<file path="src/rtl/pc_fetch_pkg.sv">
// pc_fetch_pkg
//   Shared constants and types for the instruction-fetch stage.
//   NOP_INSTR  : word placed in IF/ID when it holds no real instruction.
//   HALT_INSTR : fetched word that stops the fetch FSM.
//   fetch_state_t : fetch FSM encoding (FETCH=0, HALT=1).
package pc_fetch_pkg;

    localparam logic [31:0] NOP_INSTR  = 32'h0000_0000;
    localparam logic [31:0] HALT_INSTR = 32'hFFFF_FFFF;

    typedef enum logic {
        FETCH = 1'b0,
        HALT  = 1'b1
    } fetch_state_t;

endpackage : pc_fetch_pkg

</file>
<file path="src/rtl/pc_fetch_ifid_reg.sv">
// ifid_reg
//   IF/ID pipeline register. Priority per edge: rst/flush > load > hold.
//   A flush (or reset) loads a bubble: NOP word, zero pc_next, valid low.
//   Ports:
//     clk, rst            : clock, synchronous active-high reset
//     load                : capture instr_in/pc_next_in as a valid entry
//     flush               : replace contents with a bubble
//     instr_in, pc_next_in: data to capture on load
//     instr, pc_next, valid: registered IF/ID contents
module ifid_reg
    import pc_fetch_pkg::*;
#(
    parameter int W = 7
) (
    input  logic         clk,
    input  logic         rst,
    input  logic         load,
    input  logic         flush,
    input  logic [31:0]  instr_in,
    input  logic [W-1:0] pc_next_in,
    output logic [31:0]  instr,
    output logic [W-1:0] pc_next,
    output logic         valid
);

    logic [31:0]  instr_reg;
    logic [W-1:0] pc_next_reg;
    logic         valid_reg;

    always_ff @(posedge clk) begin
        if (rst || flush) begin
            instr_reg   <= NOP_INSTR;
            pc_next_reg <= '0;
            valid_reg   <= 1'b0;
        end else if (load) begin
            instr_reg   <= instr_in;
            pc_next_reg <= pc_next_in;
            valid_reg   <= 1'b1;
        end
    end

    assign instr   = instr_reg;
    assign pc_next = pc_next_reg;
    assign valid   = valid_reg;

endmodule : ifid_reg

</file>
<file path="src/rtl/pc_fetch.sv">
// pc_fetch
//   Instruction-fetch stage: owns the PC, addresses the instruction ROM and
//   fills the IF/ID register. A taken branch redirects the PC and flushes
//   IF/ID (one bubble). Fetching the HALT word parks the FSM in HALT until a
//   branch redirect or reset.
//   Edge priority: rst > branch_taken > stall > normal operation.
//   Optional build macro PC_FETCH_PERF_EN adds perf_fetched / perf_bubbles.
//   Ports:
//     clk, rst        : clock, synchronous active-high reset
//     stall           : hold PC, IF/ID and FSM state
//     branch_taken    : redirect fetch to branch_pc (overrides stall)
//     branch_pc       : redirect target
//     imem_addr       : ROM address (= PC register)
//     imem_rdata      : ROM word at imem_addr, same-cycle
//     ifid_instr      : latched instruction
//     ifid_pc_next    : latched PC+1 of that instruction
//     ifid_valid      : IF/ID holds a real instruction
//     halted          : FSM is in HALT
//     perf_fetched    : (PC_FETCH_PERF_EN) edges loading a valid entry
//     perf_bubbles    : (PC_FETCH_PERF_EN) edges loading a bubble
module pc_fetch
    import pc_fetch_pkg::*;
#(
    parameter int PC_WIDE = 7
) (
    input  logic               clk,
    input  logic               rst,
    input  logic               stall,
    input  logic               branch_taken,
    input  logic [PC_WIDE-1:0] branch_pc,
    output logic [PC_WIDE-1:0] imem_addr,
    input  logic [31:0]        imem_rdata,
    output logic [31:0]        ifid_instr,
    output logic [PC_WIDE-1:0] ifid_pc_next,
    output logic               ifid_valid,
    output logic               halted
`ifdef PC_FETCH_PERF_EN
    ,
    output logic [31:0]        perf_fetched,
    output logic [31:0]        perf_bubbles
`endif
);

    fetch_state_t       state_reg, state_next;
    logic [PC_WIDE-1:0] pc_reg, pc_next;
    logic [PC_WIDE-1:0] pc_plus1;
    logic               ifid_load;
    logic               ifid_flush;

    // Natural wrap modulo 2^PC_WIDE.
    assign pc_plus1 = pc_reg + PC_WIDE'(1);

    always_ff @(posedge clk) begin
        if (rst) begin
            state_reg <= FETCH;
            pc_reg    <= '0;
        end else begin
            state_reg <= state_next;
            pc_reg    <= pc_next;
        end
    end

    always_comb begin
        state_next = state_reg;
        pc_next    = pc_reg;
        ifid_load  = 1'b0;
        ifid_flush = 1'b0;
        if (branch_taken) begin
            // Redirect wins over stall and leaves HALT.
            pc_next    = branch_pc;
            ifid_flush = 1'b1;
            state_next = FETCH;
        end else if (!stall) begin
            case (state_reg)
                FETCH: begin
                    ifid_load = 1'b1;
                    // The HALT word is still delivered downstream, but the PC
                    // stays on it so nothing beyond it is fetched.
                    if (imem_rdata == HALT_INSTR) begin
                        state_next = HALT;
                    end else begin
                        pc_next = pc_plus1;
                    end
                end
                HALT: begin
                    ifid_flush = 1'b1;
                end
                default: begin
                    state_next = FETCH;
                end
            endcase
        end
    end

    ifid_reg #(
        .W(PC_WIDE)
    ) u_ifid_reg (
        .clk       (clk),
        .rst       (rst),
        .load      (ifid_load),
        .flush     (ifid_flush),
        .instr_in  (imem_rdata),
        .pc_next_in(pc_plus1),
        .instr     (ifid_instr),
        .pc_next   (ifid_pc_next),
        .valid     (ifid_valid)
    );

    assign imem_addr = pc_reg;
    assign halted    = (state_reg == HALT);

`ifdef PC_FETCH_PERF_EN
    logic [31:0] perf_fetched_reg;
    logic [31:0] perf_bubbles_reg;

    always_ff @(posedge clk) begin
        if (rst) begin
            perf_fetched_reg <= '0;
            perf_bubbles_reg <= '0;
        end else begin
            if (ifid_load) begin
                perf_fetched_reg <= perf_fetched_reg + 32'd1;
            end
            if (ifid_flush) begin
                perf_bubbles_reg <= perf_bubbles_reg + 32'd1;
            end
        end
    end

    assign perf_fetched = perf_fetched_reg;
    assign perf_bubbles = perf_bubbles_reg;
`endif

endmodule : pc_fetch

</file>
<file path="config.mk">
export PLATFORM = sky130hd
export DESIGN_NAME = pc_fetch
export DESIGN_NICKNAME = d
export VERILOG_FILES = /design/src/rtl/pc_fetch_pkg.sv /design/src/rtl/pc_fetch_ifid_reg.sv /design/src/rtl/pc_fetch.sv
export SDC_FILE = /design/constraint.sdc
export NUM_CORES = 1
export LEC_CHECK = 0
export CAP_MARGIN = 5
export CORE_MARGIN = 2
export CORE_UTILIZATION = 36
export DETAILED_ROUTE_END_ITERATION = 10
export PLACE_DENSITY_LB_ADDON = 0.15
export SLEW_MARGIN = 0
export SYNTH_ARGS = -nofsm -noshare
export SYNTH_HDL_FRONTEND = slang
export SYNTH_SLANG_ARGS = --single-unit
</file>
<file path="constraint.sdc">
create_clock -name clk -period 1.3 [get_ports clk]
set_input_delay 0.325 -clock clk [delete_from_list [all_inputs] [get_ports clk]]
set_output_delay 0.325 -clock clk [all_outputs]
set_load 0.01 [all_outputs]
</file>
==> key figures <==
Timing
  • Setup TNS: 0 ns
  • Final Worst Setup Slack: 0.00731 ns
  • Worst slew pin tran: 0.448 ns
  • Final-report max-slew violation count: 0
  • Worst clock skew: 0.00486 ns
  • Hold slack: 0.252 ns
  • Count of final setup violators: 0
  • Final count of hold timing violations: 0
  • Fmax: 0.774 GHz
  • Shortest clock period the worst path allows after layout: 1.29 ns
  • Setup repair after global routing missed its margin: true
  • Rel. slew slack: 70.1%
  • Final worst path period share: 99.4%

Yosys
  • Netlist area before placement: 0.00190 mm^2
  • Leading post-synthesis cells by cell area: sky130_fd_sc_hd__dfxtp_1 51%, sky130_fd_sc_hd__nand2_1 14%, sky130_fd_sc_hd__a21oi_1 12%, sky130_fd_sc_hd__nand4_1 2.6%, sky130_fd_sc_hd__clkbuf_1 2.4%
  • Cell taking the most area after synthesis: sky130_fd_sc_hd__dfxtp_1
  • Post-synthesis net count: 278
  • Yosys top cell area share: 50.6%
  • Flip-flop cell with the highest count after synthesis: sky130_fd_sc_hd__dfxtp_1
  • Average cell area after synthesis: 8.11 um^2
  • Cell count after synthesis: 234
  • Share of the yosys chip area belonging to registers: 50.6%
  • Post-synth EDFFs: 0
  • Yosys synthesis warning count: 0
  • Number of storage elements in the synthesis netlist: 48
  • Netlist cell types: 25
  • Proportion of register bits with asynchronous set or reset after synthesis: 0%

Global routing
  • Largest net degree at the start of global routing: 20
  • GRT Overall Usage: 19.3%
  • Wire length of the first global-routing pass: 9070 um
  • Antenna violations before repair: 0
  • Number of global-route vias before repair: 1846
  • Global route total overflow: 0

Worst setup path
  • Most used cell along the critical path: sky130_fd_sc_hd__buf_12
  • CP max-delay cell: sky130_fd_sc_hd__dfxtp_4
  • Maximum fanout along the worst path: 5
  • Critical path startpoint category: flip-flop
  • Required time at the worst-slack endpoint: 1.53 ns
  • Critical path start-end classification: flip-flop to flip-flop
  • Data arrival time of the critical path: 1.52 ns
  • Cell type group with the largest total delay on the critical path: buffers and inverters
  • Largest stage delay, worst path: 0.37 ns
  • Kind of end point of the critical path: flip-flop
  • Buffers and inverters on the worst path: 4
  • Sequence of cells on the critical path: buf_6, nor3_4, buf_12, buf_12, buf_12, nand2_1, a21oi_1

Routing
  • Iter 0 DRT Violations: 60
  • DRC Markers: 0
  • Via-to-Cell Ratio: 4.79
  • Final wirelength: 5550 um
  • Drt pass-1 iters: 4
  • Avg WL per Cell: 13.2 um
  • Via total after detailed routing: 2017
  • Post-detailed-route count of antenna-violating nets: 0

Floorplanning
  • # IOs: 91
  • DIE HEIGHT: 76.6 um
  • # rows: 26
  • DIE WIDTH: 76.6 um
  • Initial Util: 37.2%
  • Die footprint: 0.00587 mm^2
  • Placeable core region: 0.00511 mm^2

Final layout
  • Fraction of final layout cells with drive strength greater than 1: 31.1%
  • Final Instance Count excl. Fillers: 421
  • Number of nets in the layout: 394
  • Area of all placed cells without fillers: 0.00348 mm^2
  • Utilization after layout: 68.1%
  • Fillcell total: 439
  • Number of flip-flops in the largest register: 32
  • Area growth, synth to finish: 83.2%
  • # diodes: 0

Clocking
  • CTS HTree Levels: 2
  • Number of hold buffers added after CTS: 0
  • # clock sinks: 48
  • Root cell of the clock tree: sky130_fd_sc_hd__clkbuf_8
  • Clock slew at the register clock pins of the worst setup and hold paths: 0.09 ns
  • Total clock buffers created by CTS: 5
  • TritonCTS clock tree: done
  • Clk buf depth: 2
  • Clock insertion delay at the later pin of the skew report: 0.30 ns

Job
  • # Max-Cap Violations: 0

Power
  • PD cells: 937 mW/mm^2
  • Total power after layout: 3.26 mW
  • Portion of total power attributed to the clock network: 35.5%
  • Maximum VDD drop: 0.564 mV
  • Sequential group share of total power: 47.1%
  • Net switching power: 0.751 mW
  • Share of total power in combinational logic: 17.3%
  • Leak: 1.51 nW
  • Total internal power: 2.51 mW
  • Switching portion of total power: 23.1%

Place
  • Final weighted congestion of routability-driven global placement: 0.827
  • Number of buffers inserted by port buffering: 90
  • HPWL after detailed placement: 3960 um
  • Placement-stage worst setup slack: -0.784 ns
  • Cell count after placement: 410
  • Placed Instance Area: 0.00317 mm^2

Min path
  • Type of the most critical hold path: primary input to flip-flop

Run status
  • Result of the run: finished, final reports clean
-- power by group through the flow --
stage          registers [mW]  logic [mW]  clock network [mW]
5_1_grt                  1.54       0.607                1.26
4_1_cts                  1.54       0.511                1.18
6_report                 1.54       0.565                1.16
3_3_place_gp             1.57       0.533                   0
2_1_floorplan            1.59       0.158                   0
3_5_place_dp             1.57       0.534                   0
-- path summary, 6_finish.rpt --
check	slack, ns	cells after the start	to	from
worst min-delay path	0.25	3	u_ifid_reg.instr[0]$_SDFFE_PP0P_	imem_rdata[0]
worst min register to register	0.45	2	u_ifid_reg.instr[26]$_SDFFE_PP0P_	u_ifid_reg.instr[26]$_SDFFE_PP0P_
worst max register to register	0.007	7	u_ifid_reg.instr[1]$_SDFFE_PP0P_	halted$_SDFFE_PP0N_
worst max-delay path	0.007	7	u_ifid_reg.instr[1]$_SDFFE_PP0P_	halted$_SDFFE_PP0N_
-- cells in the mapped netlist (2+ instances only) --
cell type and n:
sky130_fd_sc_hd__nand4_1 8, sky130_fd_sc_hd__nor2_4 2, sky130_fd_sc_hd__nand3b_1 6, sky130_fd_sc_hd__nand3_1 3
sky130_fd_sc_hd__buf_6 2, sky130_fd_sc_hd__xor2_1 4, sky130_fd_sc_hd__buf_2 2, sky130_fd_sc_hd__dfxtp_1 48
sky130_fd_sc_hd__and3_1 2, sky130_fd_sc_hd__a32oi_1 4, sky130_fd_sc_hd__xnor2_1 2, sky130_fd_sc_hd__nor4_1 2
sky130_fd_sc_hd__o21a_1 2, sky130_fd_sc_hd__a21oi_1 45, sky130_fd_sc_hd__a22oi_1 2, sky130_fd_sc_hd__nor2_1 7
sky130_fd_sc_hd__clkbuf_1 12, sky130_fd_sc_hd__inv_1 2, sky130_fd_sc_hd__nand2_1 73
-- placed cells by master (no fill, tap or decap), drive strengths merged --
master,Yosys,layout
a22oi,2,2
or3,1,1
nand3b,6,6
inv,2,2
nor3,1,1
nand4,8,8
nor2,9,9
a32oi,4,4
nand2,73,73
nor4,2,2
ha,1,1
dlygate4sd2,0,44
o21ai,1,1
xor2,4,4
clkdlybuf4s15,0,14
a211o,1,1
clkdlybuf4s50,0,8
nand3,3,3
a211oi,1,1
and3,2,2
bufinv,0,1
clkbuf,12,15
a21oi,45,45
buf,4,51
xnor2,2,2
dfxtp,48,48
o21a,2,2
-- timing repair --
| action | 4_1_cts | 5_1_grt |
|---|---|---|
| resized for setup | 154 | 70 |
| endpoints found under the hold margin | 0 | 0 |
| pin swaps | 22 | 22 |
| setup endpoints to repair | 96 | 51 |
| setup buffers | 1 | 0 |
| cloned | 2 | 0 |
-- logic make-up after synthesis --
family                   count (synthesis)  share of synthesized area, %
AND/OR/NAND/NOR                        105                          25.0
XOR/XNOR                                 6                          2.77
AO/OA/AOI/OAI                           56                          16.5
adder cells (fa/ha/maj)                  1                         0.659
flip-flops                              48                          50.6
buffers and inverters                   18                          4.48
-- tightest hold or removal path, cell delays in order --
cell and delay, ns:
sky130_fd_sc_hd__buf_6 0.09, sky130_fd_sc_hd__nand2_2 0.05, sky130_fd_sc_hd__a21oi_2 0.04
-- layer usage --
metal | global-route usage (%) | up-vias | wire length, um
met5 | 0 | - | 0
met4 | 6.00 | 0 | 61
met3 | 4.86 | 5 | 260
met2 | 31.2 | 54 | 2680
met1 | 25.4 | 927 | 2550
li1 | - | 1031 | -
-- cell type report --
cell class | instances | area, um^2 | share of cell area [%]
clock buffer | 7 | 96.3 | 2.77
tap | 70 | 87.6 | 2.52
multi-input combinational | 168 | 1010 | 29.1
clock inverter | 1 | 30.0 | 0.864
inverter | 2 | 7.51 | 0.216
timing repair buffer | 125 | 1260 | 36.3
sequential | 48 | 978 | 28.1
Note: power is estimated with default switching activity, not from simulation.
